--- src/rtl/moving_average_filter.sv ---
`default_nettype none
// ============================================================================
//  Module   : moving_average_filter
//  Purpose  : Boxcar moving average over the last 2^LOG2_N unsigned samples.
//             A circular sample buffer and a running sum give one average per
//             accepted sample once the window is full. Valid/ready handshakes
//             on both sides, with a single output register and no bubble.
//  Options  : ROUND_EN - when defined, the average is rounded half-up and
//             saturated; otherwise it is truncated.
//  Revision : 1.0 - initial release
// ============================================================================
module moving_average_filter #(
  parameter int DATA_W = 10,
  parameter int LOG2_N = 3
) (
  input  logic              clk,
  input  logic              reset,      // asynchronous, active-low
  input  logic              flush,
  input  logic              in_valid,
  input  logic [DATA_W-1:0] in_data,
  output logic              in_ready,
  output logic              out_valid,
  output logic [DATA_W-1:0] out_data,
  input  logic              out_ready,
  output logic              filled
);

  localparam int N     = 1 << LOG2_N;
  localparam int SUM_W = DATA_W + LOG2_N;

  // Count value whose accept completes the window.
  localparam logic [LOG2_N:0] LAST_FILL = (LOG2_N + 1)'(N - 1);

  typedef enum logic [0:0] {
    FILL = 1'b0,
    RUN  = 1'b1
  } state_t;

  state_t              state;
  logic [LOG2_N:0]     count;
  logic [LOG2_N-1:0]   wr_ptr;
  logic [SUM_W-1:0]    sum;
  logic [DATA_W-1:0]   sample_mem [N];

  logic                accept;
  logic                produce;
  logic [DATA_W-1:0]   oldest;
  logic [SUM_W-1:0]    sum_next;
  logic [DATA_W-1:0]   avg_next;

  // The sink-side register frees up when empty or being drained this cycle;
  // reset and flush block intake so no sample slips past a clear.
  assign in_ready = reset && !flush && (!out_valid || out_ready);
  assign accept   = in_valid && in_ready;

  // While filling, the slot being overwritten holds no window sample, so it
  // must not be subtracted from the running sum.
  assign oldest   = (state == RUN) ? sample_mem[wr_ptr] : '0;

  // The oldest sample is always part of sum, so the difference never goes
  // negative and the extra LOG2_N bits cover N full-scale samples.
  assign sum_next = sum + {{LOG2_N{1'b0}}, in_data} - {{LOG2_N{1'b0}}, oldest};

  // An output is produced by every accept in RUN and by the accept that
  // completes the window.
  assign produce  = accept && ((state == RUN) || (count == LAST_FILL));

`ifdef ROUND_EN
  localparam logic [SUM_W:0] HALF    = (SUM_W + 1)'(1) << (LOG2_N - 1);
  localparam logic [SUM_W:0] MAX_AVG = {{(SUM_W + 1 - DATA_W){1'b0}}, {DATA_W{1'b1}}};

  logic [SUM_W:0] round_sum;
  logic [SUM_W:0] round_shift;

  // Round half-up with one bit of headroom, then clamp to full scale.
  assign round_sum   = {1'b0, sum_next} + HALF;
  assign round_shift = round_sum >> LOG2_N;
  assign avg_next    = (round_shift > MAX_AVG) ? {DATA_W{1'b1}}
                                               : round_shift[DATA_W-1:0];
`else
  // Plain truncating divide by N.
  assign avg_next    = sum_next[SUM_W-1:LOG2_N];
`endif

  assign filled = (state == RUN);

  // Sample buffer write; contents need no reset because FILL never reads it.
  always_ff @(posedge clk) begin
    if (accept) begin
      sample_mem[wr_ptr] <= in_data;
    end
  end

  // Window control, running sum and output register.
  always_ff @(posedge clk or negedge reset) begin
    if (!reset) begin
      state     <= FILL;
      count     <= '0;
      wr_ptr    <= '0;
      sum       <= '0;
      out_valid <= 1'b0;
      out_data  <= '0;
    end else if (flush) begin
      state     <= FILL;
      count     <= '0;
      wr_ptr    <= '0;
      sum       <= '0;
      out_valid <= 1'b0;
      out_data  <= '0;
    end else begin
      if (accept) begin
        sum    <= sum_next;
        wr_ptr <= wr_ptr + 1'b1;
        if (state == FILL) begin
          count <= count + 1'b1;
          if (count == LAST_FILL) begin
            state <= RUN;
          end
        end
      end

      if (produce) begin
        out_valid <= 1'b1;
        out_data  <= avg_next;
      end else if (out_ready) begin
        out_valid <= 1'b0;
      end
    end
  end

endmodule
`default_nettype wire
--- config.mk ---
export PLATFORM = sky130hd
export DESIGN_NAME = moving_average_filter
export DESIGN_NICKNAME = d
export VERILOG_FILES = /design/src/rtl/moving_average_filter.sv
export SDC_FILE = /design/constraint.sdc
export NUM_CORES = 1
export LEC_CHECK = 0
export BUFFER_PORTS_ARGS = -buffer_cell sky130_fd_sc_hd__buf_4
export CAP_MARGIN = 20
export CORE_ASPECT_RATIO = 1.5
export CORE_MARGIN = 10
export CORE_UTILIZATION = 55
export CTS_CLUSTER_SIZE = 12
export DETAILED_ROUTE_END_ITERATION = 7
export PLACE_DENSITY = 0.72
export SYNTH_ARGS = -nofsm -noshare
export SYNTH_HDL_FRONTEND = slang
export SYNTH_SLANG_ARGS = --single-unit
--- constraint.sdc ---
create_clock -name clk -period 3.62 [get_ports clk]
set_input_delay 0.543 -clock clk [delete_from_list [all_inputs] [get_ports clk]]
set_output_delay 0.543 -clock clk [all_outputs]
set_load 0.01 [all_outputs]
==> results_dict.tcl, run 1 <==
set metrics [dict create \
    status "complete, but fails checks" \
    violations "setup timing" \
    ys_top_cells_by_area "edfxtp_1, dfrtp_1, fa_1" \
    rows 44 \
    synth_top_area_cell "edfxtp_1" \
    clkSinkCount 112 \
    skew_ns 0.00584 \
    wl_um 12900 \
    clock_latency_ns 0.36 \
    drive_gt1_share_pct 29.8 \
    critPathMaxStageDelay_ns 0.50 \
    p_per_area_mw_per_mm2 457 \
    gp_congestion 0.881 \
    root_buffer "clkbuf_16" \
    grt_max_degree 34 \
    ys_ff_latch 112 \
    hold_ws_ns 0.224 \
    synthCells 451 \
    grt_antenna_before_repair 0 \
    fin_nets 565 \
    finish.instance_area_mm2 0.00675 \
    syn_area_per_cell_um2 12.1 \
    hold_path.class "input pin to async pin" \
    start_util_pct 56.1 \
    area_delta_synth_final_pct 24.2 \
    diodes 0 \
    postPlaceCellArea_mm2 0.00606 \
    via_per_inst 5.82 \
    dp_hpwl_um 8850 \
    ioPinCount 28 \
    finalCriticalPeriod_ns 3.66 \
    cts_buffers 9 \
    relSlewSlack_pct 36.8 \
    syn_nets 491 \
    yosysWarnings 0 \
    synthArstFlopShare_pct 28.6 \
    drt_pass1_iterations 5 \
    synth_ff_type "edfxtp_1" \
    grt-ovfl-total 0 \
    cp_max_fo 5 \
    vdd_ir_drop_max_mv 0.321 \
    die_area_mm2 0.0143 \
    cp.arrival_ns 3.87 \
    setup_ws_ns -0.0423 \
    synth_top_area_share_pct 44.2 \
    grt_pass1_wl_um 19900 \
    drv_cap 0 \
    postRouteAntennaNets 0 \
    power.leakage_uw 0.00269 \
    die_h_um 142 \
    post_drt_wl_per_cell_um 20.0 \
    end_kind "register" \
    final_max_slew_viol_count 0 \
    clockBufferDepth 2 \
    fin_crit_sh_pct 101 \
    clk_pin_slew_worst_paths_ns 0.07 \
    grt_pass1_vias 3975 \
    worstPathRequired_ns 3.83 \
    setup_viol 3 \
    crit_chain "buf_12 -> and2_4 -> a221oi_2 -> a21oi_2 -> a221oi_4 -> nor2_2 -> fa_1 -> inv_2 -> ha_4 -> and4b_1 -> o31a_1 -> o41ai_2 -> xor2_1 -> o21ai_1" \
    die_x_um 101 \
    syn_area_mm2 0.00544 \
    fp.coreArea_mm2 0.00969 \
    numPortBuffers 27 \
    h-tree-depth 3 \
    critical_path_class "register to register" \
    rsz0062_at_grt "yes" \
    critPathLaunchType "register" \
    crit_path_top_delay_cell "fa_1" \
    drtIter0Drc 265 \
    grt_use_total_pct 17.8 \
    netlist-cell-type-count 51 \
    num_vias 3757 \
    synth_edf_count 80 \
    cts_tree "built" \
    tightest_slew_ns 0.940 \
    fmax_ghz 0.273 \
    ys_seq_area_share_pct 58.9 \
    drcViolationCount 0 \
    hold_violations 0 \
    utilization_pct 69.7 \
]
## Yosys cell counts, types with 3 or more instances
cell type,n
edfxtp_1,80
inv_1,43
nor2_1,37
dfrtp_1,32
a21oi_1,30
nand2_1,28
mux2i_1,16
ha_1,15
a22oi_1,13
o21ai_0,13
clkbuf_1,10
fa_1,10
nor2b_1,10
mux2_2,9
buf_2,8
nand2b_1,7
nand3b_1,7
nor3_1,7
nand3_1,6
o22ai_1,6
xnor2_1,6
o31ai_1,5
or3_1,5
a221oi_1,4
xor2_1,4
a211oi_1,3
a21o_1,3
and2_1,3
## state kept, by name, summed over array words and instances, names as in the netlist
name / flops
out_data: 10
out_valid: 1
sum: 13
sample_mem: 80
filled: 1
count: 4
wr_ptr: 3
## power by group
group / internal (uW) / switching, uW / total [uW]
sequential: 1400 / 14.0 / 1410
combinational: 273 / 316 / 588
clock: 618 / 467 / 1090
## through the flow
| stage | setup slack (ns) | cells | setup TNS [ns] | total power, uW |
|---|---|---|---|---|
| global route | -0.210 | 645 | -1.22 | 3200 |
| detailed placement | -0.243 | 621 | -1.20 | 1920 |
| floorplan | 0.0599 | 451 | 0 | 1750 |
| CTS | 0.00723 | 638 | 0 | 3000 |
| finish | -0.0423 | 645 | -0.0861 | 3090 |
| global placement | -0.234 | 621 | -0.932 | 1910 |
## cell usage in the layout (no fill, tap or decap), types with 3 or more instances in the layout
master / instances
o22ai_1: 6
clkbuf_16: 10
o31ai_1: 3
inv_2: 3
nor2_2: 3
edfxtp_1: 80
a21oi_2: 5
xor2_1: 4
nor2_1: 34
nand3b_1: 7
ha_4: 5
nor3_1: 6
ha_1: 10
nand2_1: 28
mux2i_1: 14
inv_1: 40
fa_1: 9
nor2b_1: 6
or3_1: 5
buf_6: 6
a21o_1: 3
nand3_1: 6
nand2b_1: 6
a22oi_2: 3
nor2b_2: 3
mux2_2: 9
buf_4: 74
a22oi_1: 10
a21oi_1: 25
dfrtp_1: 30
xnor2_1: 6
o21ai_0: 11
a221oi_2: 3
o21ai_1: 3
## cell families after synthesis
family                     share of synthesized area (%)
buffers and inverters                               4.54
DFF                                                 58.9
adders and majority gates                           7.14
xor gates and xnor gates                            1.61
AOI/OAI and AO/OA                                   11.2
and+or+nand+nor                                     11.0
muxes                                               5.64
## what timing repair did
item	in CTS	in global routing
pin swaps	4	32
setup buffers	1	6
gates resized for setup	14	45
gates cloned	0	1
endpoints found under the setup margin	10	13
hold buffers	0	0
## per-layer routing
layer | share of wire (%) | GRT usage [%] | vias to the layer above
met5 | 0 | 0 | -
met4 | 3.7 | 9.86 | 0
met3 | 4.5 | 2.48 | 37
met2 | 54 | 30.7 | 112
met1 | 38 | 20.3 | 1851
li1 | - | - | 1757
## area by class of cell
type | instances | area [um2]
clock buffer | 10 | 229
clock inverter | 6 | 97.6
fill | 678 | 2940
inverter | 43 | 161
multi-input combinational | 276 | 2220
sequential | 112 | 3210
tap | 115 | 144
timing repair buffer | 83 | 688
## worst max-delay path: cells and delay by family (launching register included)
family	cells	cell delay, ns
and+or+nand+nor	3	0.45
DFF	1	0.48
buffers and inverters	2	0.20
xor gates and xnor gates	1	0.26
adders and majority gates	2	0.72
AOI/OAI and AO/OA	6	1.39
## worst paths after layout
path | start | end | slack [ns] | cells after the start
setup / recovery | wr_ptr[0] | out_data[6] | -0.04 | 14
hold / removal | reset | sum[10] | 0.22 | 2
setup reg to reg | wr_ptr[0] | out_data[6] | -0.04 | 14
hold reg to reg | sum[12] | sum[12] | 0.51 | 1
max in group asynchronous | reset | wr_ptr[1] | 3.08 | 2
min in group clk | in_data[1] | sample_mem[0][1] | 0.43 | 1
No activity file was read; power rests on OpenSTA's default activity.
==> run 2: changes to the inputs <==
Settings changed: CORE_MARGIN 10 to 2, CORE_UTILIZATION 55 to 58.
Clock period 3.62 ns to 4.2 ns, I/O delays scaled along.
==> results_dict.tcl, run 2 (synthesis gave the netlist of run 1 again) <==
set metrics [dict create \
    status "complete, no violations" \
    end_kind "register" \
    diodes 0 \
    tns_ns 0 \
    fin_nets 528 \
    post_cts_buffers 0 \
    fmax_ghz 0.253 \
    crit_chain "and2_1 -> a221oi_1 -> a21oi_1 -> a221oi_1 -> nor2_1 -> fa_1 -> inv_1 -> ha_1 -> a21oi_1 -> nor2b_1 -> o31a_1 -> o31ai_1 -> xor2_1 -> o21ai_0" \
    worstPathRequired_ns 4.40 \
    clock_latency_ns 0.34 \
    die_x_um 83.0 \
    tightest_slew_ns 0.820 \
    drt_pass1_iterations 5 \
    relSlewSlack_pct 45.3 \
    fin_crit_sh_pct 94.0 \
    area_delta_synth_final_pct 13.5 \
    drv_cap 0 \
    p_per_area_mw_per_mm2 400 \
    place_inst 589 \
    skew_ns 0.00593 \
    crit_buf_inv 1 \
    cts_buffers 9 \
    utilization_pct 67.1 \
    grt_pass1_vias 3581 \
    grt_use_total_pct 24.2 \
    final_cell_mix "edfxtp_1, buf_4, inv_1, nor2_1, a21oi_1" \
    startpoint "wr_ptr[0]" \
    drcViolationCount 0 \
    clockBufferDepth 2 \
    final_cells 605 \
    cp_max_fo 13 \
    top_register "sample_mem" \
    r2r-start "wr_ptr[0]" \
    post_drt_wl_per_cell_um 19.0 \
    final_max_slew_viol_count 0 \
    holdBufCountCts 0 \
    critPathLaunchType "register" \
    via_per_inst 5.89 \
    grt_antenna_before_repair 0 \
    dp_hpwl_um 8350 \
    cts_tree "built" \
    grt-ovfl-total 0 \
    grt_pass1_wl_um 18800 \
    num_vias 3562 \
    finish.instance_area_mm2 0.00617 \
    layout_commonest_cell "edfxtp_1" \
    postRouteAntennaNets 0 \
    drtIter0Drc 216 \
    wl_um 11500 \
    critPathMaxStageDelay_ns 0.50 \
    root_buffer "clkbuf_16" \
    largest_register_ffs 80 \
    rsz0062_at_grt "no" \
    rows 43 \
    finalCriticalPeriod_ns 3.95 \
    setup_viol 0 \
    clk_pin_slew_worst_paths_ns 0.07 \
    grt_max_degree 34 \
    die_h_um 123 \
    critical_path_class "register to register" \
    clkSinkCount 112 \
    ioPinCount 28 \
    hold_path.class "input pin to async pin" \
    die_area_mm2 0.0102 \
    cp_top_family "compound AO/OA/AOI/OAI gates" \
    fp.coreArea_mm2 0.00920 \
    vdd_ir_drop_max_mv 0.253 \
    setup_ws_ns 0.251 \
    start_util_pct 59.1 \
    gp_congestion 0.920 \
    reg_top3 "sample_mem (80), sum (13), out_data (10)" \
    drive_gt1_share_pct 16.4 \
    hold_violations 0 \
    postPlaceCellArea_mm2 0.00585 \
    cp.arrival_ns 4.15 \
    h-tree-depth 3 \
    power.leakage_uw 0.00245 \
    pre_cts_ws_ns 0.173 \
    numPortBuffers 27 \
    crit_path_top_delay_cell "dfrtp_2" \
]
run 2: where the power goes:
part	switching, uW	internal (uW)	leakage, uW
Sequential	12.9	1210	0.00116
Clock	358	512	0.000149
Combinational	225	154	0.00114
Total	597	1870	0.00245
run 2: area by class of cell:
type / count / area [um2]
repair buffers: 46 / 358
flip-flops and latches: 112 / 3210
clock buffers: 14 / 274
well taps: 112 / 140
fillers: 690 / 3030
inverters: 43 / 161
multi-input cells: 276 / 1990
clock inverters: 2 / 37.5
run 2: worst paths after layout:
kind	to	slack (ns)	cells past startpoint
worst max register to register	out_data[8]	0.25	14
worst min register to register	sum[12]	0.51	1
worst min-delay path	out_data[8]	0.22	1
min in group clk	sum[12]	0.51	1
worst max-delay path	out_data[8]	0.25	14
max in group asynchronous	wr_ptr[1]	3.63	1
run 2: worst reg2reg max path, cell delays in order (launching register included):
cell and delay [ns]:
dfrtp_2 0.50, and2_1 0.26, a221oi_1 0.31, a21oi_1 0.07, a221oi_1 0.37, nor2_1 0.10
fa_1 0.50, inv_1 0.05, ha_1 0.36, a21oi_1 0.15, nor2b_1 0.08, o31a_1 0.35
o31ai_1 0.37, xor2_1 0.23, o21ai_0 0.11
run 2: what timing repair did:
item	in CTS	in global routing
endpoints found under the setup margin	0	6
hold endpoints to repair	0	0
resized for setup	0	3
run 2: metrics by stage:
stage,power (uW),hold slack (ns)
2_1_floorplan,1510,0.334
3_3_place_gp,1610,0.487
3_5_place_dp,1620,0.504
4_1_cts,2480,0.238
5_1_grt,2570,0.260
6_report,2470,0.223
run 2: layer usage:
layer | up-vias | track usage (%) | wire (um)
met3 | 22 | 3.63 | 386
met2 | 89 | 42.8 | 6160
met1 | 1761 | 30.2 | 4690
li1 | 1690 | - | -
met4 | 0 | 8.91 | 272
met5 | - | 0 | 0
